--- src/rtl/minibyte_regram_master_pkg.sv ---
// minibyte_regram_master_pkg: command opcodes and FSM state encodings shared by the RAM initiator
package minibyte_regram_master_pkg;

    localparam logic [1:0] OP_READ  = 2'b00;
    localparam logic [1:0] OP_WRITE = 2'b01;
    localparam logic [1:0] OP_FILL  = 2'b10;
    localparam logic [1:0] OP_SUM   = 2'b11;

    typedef enum logic [2:0] {
        S_IDLE,
        S_RD,
        S_WR,
        S_FILL,
        S_SUM,
        S_RSP
    } state_t;

endpackage

--- src/rtl/minibyte_sweep_cnt.sv ---
// minibyte_sweep_cnt: address counter walking the whole register RAM during FILL and SUM
module minibyte_sweep_cnt #(
    parameter int ADDR_W = 3
) (
    input  logic              clk_in,
    input  logic              rst_in,
    input  logic              clr,
    input  logic              en,
    output logic [ADDR_W-1:0] count,
    output logic              last
);

    assign last = &count;

    // clear wins over enable; the counter wraps to 0 after the last address
    always_ff @(posedge clk_in or negedge rst_in) begin
        if (!rst_in)
            count <= '0;
        else if (clr)
            count <= '0;
        else if (en)
            count <= count + 1'b1;
    end

endmodule

--- src/rtl/minibyte_regram_master.sv ---
// minibyte_regram_master: command-driven initiator sequencing the register RAM port
module minibyte_regram_master
    import minibyte_regram_master_pkg::*;
#(
    parameter int DATA_W = 8,
    parameter int ADDR_W = 3
) (
    input  logic              clk_in,
    input  logic              rst_in,
    input  logic              cmd_valid,
    output logic              cmd_ready,
    input  logic [1:0]        cmd_op,
    input  logic [ADDR_W-1:0] cmd_addr,
    input  logic [DATA_W-1:0] cmd_wdata,
    output logic              rsp_valid,
    input  logic              rsp_ready,
    output logic [DATA_W-1:0] rsp_data,
    output logic [ADDR_W-1:0] ram_addr,
    output logic [DATA_W-1:0] ram_wdata,
    output logic              ram_we,
    output logic              ram_en,
    input  logic [DATA_W-1:0] ram_rdata
);

    state_t            state_q, state_d;
    logic [ADDR_W-1:0] addr_q, cnt;
    logic [DATA_W-1:0] wdata_q, acc_q;
    logic              take, sweep, last;

    assign take      = cmd_valid && (state_q == S_IDLE);
    assign ram_addr  = sweep ? cnt : addr_q;
    assign ram_wdata = wdata_q;

    minibyte_sweep_cnt #(.ADDR_W(ADDR_W)) u_cnt (
        .clk_in (clk_in),
        .rst_in (rst_in),
        .clr    (take),
        .en     (sweep),
        .count  (cnt),
        .last   (last)
    );

    // state register
    always_ff @(posedge clk_in or negedge rst_in) begin
        if (!rst_in)
            state_q <= S_IDLE;
        else
            state_q <= state_d;
    end

    // next state and RAM/handshake strobes, decoded from state only
    always_comb begin
        state_d   = state_q;
        cmd_ready = 1'b0;
        rsp_valid = 1'b0;
        ram_en    = 1'b0;
        ram_we    = 1'b0;
        sweep     = 1'b0;
        case (state_q)
            S_IDLE: begin
                cmd_ready = 1'b1;
                if (cmd_valid)
                    state_d = cmd_op == OP_READ  ? S_RD :
                              cmd_op == OP_WRITE ? S_WR :
                              cmd_op == OP_FILL  ? S_FILL : S_SUM;
            end
            S_RD, S_WR: begin
                ram_en  = 1'b1;
                ram_we  = state_q == S_WR;
                state_d = S_RSP;
            end
            S_FILL, S_SUM: begin
                ram_en = 1'b1;
                ram_we = state_q == S_FILL;
                sweep  = 1'b1;
                if (last)
                    state_d = S_RSP;
            end
            S_RSP: begin
                rsp_valid = 1'b1;
                if (rsp_ready)
                    state_d = S_IDLE;
            end
            default: state_d = S_IDLE;
        endcase
    end

    // command latch, sum accumulator and response register
    always_ff @(posedge clk_in or negedge rst_in) begin
        if (!rst_in) begin
            addr_q   <= '0;
            wdata_q  <= '0;
            acc_q    <= '0;
            rsp_data <= '0;
        end else begin
            if (take) begin
                addr_q  <= cmd_addr;
                wdata_q <= cmd_wdata;
                acc_q   <= '0;
            end
            if (state_q == S_SUM)
                acc_q <= acc_q + ram_rdata;
            if (state_q == S_RD)
                rsp_data <= ram_rdata;
            if (state_q == S_WR || state_q == S_FILL)
                rsp_data <= wdata_q;
            if (state_q == S_SUM && last)
                rsp_data <= acc_q + ram_rdata;
        end
    end

endmodule

--- config.mk ---
export PLATFORM = sky130hd
export DESIGN_NAME = minibyte_regram_master
export DESIGN_NICKNAME = d
export VERILOG_FILES = /design/src/rtl/minibyte_regram_master_pkg.sv /design/src/rtl/minibyte_sweep_cnt.sv /design/src/rtl/minibyte_regram_master.sv
export SDC_FILE = /design/constraint.sdc
export NUM_CORES = 1
export LEC_CHECK = 0
export CAP_MARGIN = 40
export CORE_ASPECT_RATIO = 1.2
export CORE_UTILIZATION = 50
export CTS_CLUSTER_SIZE = 40
export DETAILED_ROUTE_END_ITERATION = 16
export HOLD_SLACK_MARGIN = 0.15
export MAX_ROUTING_LAYER = met4
export PLACE_DENSITY_LB_ADDON = 0.12
export REMOVE_ABC_BUFFERS = 1
export SLEW_MARGIN = 20
export SYNTH_ARGS = -nofsm -noshare
export SYNTH_HDL_FRONTEND = slang
export SYNTH_SLANG_ARGS = --single-unit
export TNS_END_PERCENT = 10
--- constraint.sdc ---
create_clock -name clk_in -period 2.7 [get_ports clk_in]
set_input_delay 0.27 -clock clk_in [delete_from_list [all_inputs] [get_ports clk_in]]
set_output_delay 0.27 -clock clk_in [all_outputs]
set_load 0.01 [all_outputs]
==> run metrics <==
async set-reset flop share out of synthesis=100%; Seq/Total Area, Yosys=40.2%; Worst Path Class, Setup=register to output port; largest net degree at the start of global routing=34; Ports=48; CTS Hold Buffers Added=0; skew final=0.00558 ns; initial core utilization=52.1%; Final Cell Area=0.00273 sq mm; Post-Syn Area per Cell=10.0 sq um; Sw Ratio=39.2%; crit-path leading delay family=flip-flops; dpl cells=305; Die Footprint=0.00437 sq mm; number of global-route vias before repair=1676; Seq pwr share=28.1%; VDD IR-drop max=0.601 mV; max frequency=404 MHz; Slew HR=62.2%; Final TNS setup=0 ns; Synth Cell Area=0.00205 sq mm; Synth cell types=49; Place WS=0.124 ns; post-CTS setup buffers=0; CP cell instances=nand2_1 > o21ai_2 > mux2_2 > clkdlybuf4s50_1; area post-placement=0.00261 sq mm; Combinational Power Share=57.4%; max-cap violations=0; CP max FO=8; critical path endpoint category=output port; GRT Util Overall=25.4%; Post-synth EDFFs=0; CP max-delay cell=dfrtp_1; layout cells sized above 1=17.0%; final worst slack=0.227 ns; Die Ht=72.2 um; Sw Pwr=1.32 mW; area fraction of the dominant cell type after synthesis=40.2%; CTS tree=yes; DR WL/cell=15.4 um; critical path data required time=2.43 ns; # diodes=0; final WL=4810 um; Detailed Routing Iterations Pass 1=4; DRC=0; crit path launch type=register; status=complete, no violations; chip width=60.5 um; area delta synth->final=33.1%; P_int=2.05 mW; nets=296; Synth Warn #=0; Static Leak=1.16 nW; leading area contributor after synthesis=dfrtp_1; Port Buffers=47; power share of the clock group=14.5%; FP Rows=25; Yosys reg bits=33; total grt overflow=0; minimum clock period=2.47 ns; antenna-violating nets left=0; Setup-failing EPs final=0; initial DRC count=45; main area contributors after synthesis=dfrtp_1, mux2_2, ha_1, mux2i_1, a21oi_1; Power Dens Cells=1230 mW/mm^2; post-CTS sizing=0; H-tree Lvls=2; detailed placement HPWL=3480 um; Tightest Pin Transition=0.563 ns; period utilization=91.6%; final hold violations=0; clock latency on the worst-skew pair=0.29 ns; Max Transition Viols Final=0; Mapped Cells=205; clk sinks=33; Via density=5.54; total CTS buffers=5; gpl congestion=0.849; Critical path buffers and inverters=1; Pwr Total=3.37 mW; Hold/Removal Path Class=input pin to async pin; Core Area=0.00394 sq mm; worst path arrival time=2.20 ns; Clock Path Buffers=2; initial antenna violation count=0; via count=1734; clk root buf=clkbuf_8; hold_ws=0.399 ns; Reg clk slew, reported paths=0.07 ns; RSZ-0062 raised after global routing=no; top_reg_cell synth=dfrtp_1; max incr delay on CP=0.55 ns; Util after Layout=69.4%; Post-Layout Cell Count=313; first-pass GRT wire length=7910 um
==> state kept, by name (all words and copies together) (netlist names) <==
register,count
acc_q,8
addr_q,3
ram_wdata,8
rsp_data,8
state_q,3
u_cnt.count,3
==> routing by layer <==
metal	vias to the layer above	routed length, um	global-route usage [%]
met5	-	0	-
met4	0	66	7.83
met3	6	296	4.63
met1	818	2100	33.0
li1	847	-	-
met2	63	2350	40.0
==> power by group through the flow <==
stage          Sequential [mW]  Combinational [mW]  Clock [mW]
2_1_floorplan             1.03                1.08           0
3_3_place_gp             0.945                1.89           0
3_5_place_dp             0.950                1.92           0
4_1_cts                  0.945                1.94       0.500
5_1_grt                  0.975                2.12       0.523
6_report                 0.946                1.93       0.490
==> layout by cell type, fill, tap and decap left out, types with 2 or more instances in the layout <==
cell type | synthesis | layout
a211oi_1 | 2 | 2
a21boi_0 | 2 | 2
a21oi_1 | 16 | 16
a31oi_1 | 4 | 4
buf_4 | 1 | 10
clkbuf_8 | 0 | 6
clkdlybuf4s50_1 | 0 | 47
dfrtp_1 | 33 | 33
ha_1 | 12 | 12
inv_1 | 5 | 5
mux2_2 | 15 | 15
mux2i_1 | 10 | 10
nand2_1 | 21 | 21
nand3b_1 | 4 | 4
nor2_1 | 16 | 16
nor3_1 | 4 | 4
o21ai_0 | 8 | 8
o21ai_1 | 2 | 2
o22ai_1 | 6 | 6
xnor2_1 | 6 | 6
==> cells in the mapped netlist (5+ instances only) <==
master,n
inv_1,5
ha_1,12
buf_2,7
xnor2_1,6
o22ai_1,6
mux2_2,15
o21ai_0,8
mux2i_1,10
nand2_1,21
dfrtp_1,33
nor2_1,16
a21oi_1,16
==> final timing paths <==
check                                       start                       end  slack (ns)  cells after the start
setup / recovery           state_q[1]$_DFFE_PN0P_               ram_addr[0]        0.23                      4
hold / removal                             rst_in  ram_wdata[0]$_DFFE_PN0P_        0.40                      2
setup reg to reg             acc_q[0]$_DFFE_PN0P_   rsp_data[6]$_DFFE_PN0P_        0.48                      7
hold reg to reg             addr_q[1]$_DFFE_PN0P_     addr_q[1]$_DFFE_PN0P_        0.51                      1
max in group asynchronous                  rst_in   rsp_data[5]$_DFFE_PN0P_        1.98                      2
min in group clk_in         addr_q[1]$_DFFE_PN0P_     addr_q[1]$_DFFE_PN0P_        0.51                      1
==> cell type report <==
cell class,instances,area (sq um)
Inverter,5,18.8
Sequential cell,33,826
Clock buffer,6,82.6
Multi-Input combinational cell,156,1160
Fill cell,315,1210
Tap cell,54,67.6
Clock inverter,2,37.5
Timing Repair Buffer,57,546
==> logic make-up (layout without fill, tap and decap cells) <==
logic type | count (synthesis) | after routing | synth area share (%)
buffers and inverters | 16 | 70 | 3.53
flip-flops | 33 | 33 | 40.2
AND/OR/NAND/NOR | 57 | 57 | 13.8
XOR/XNOR | 7 | 7 | 2.98
multiplexers | 25 | 25 | 13.1
adder cells (fa/ha/maj) | 13 | 13 | 8.28
AO/OA/AOI/OAI | 54 | 54 | 18.1
(Power assumes the default switching activity.)
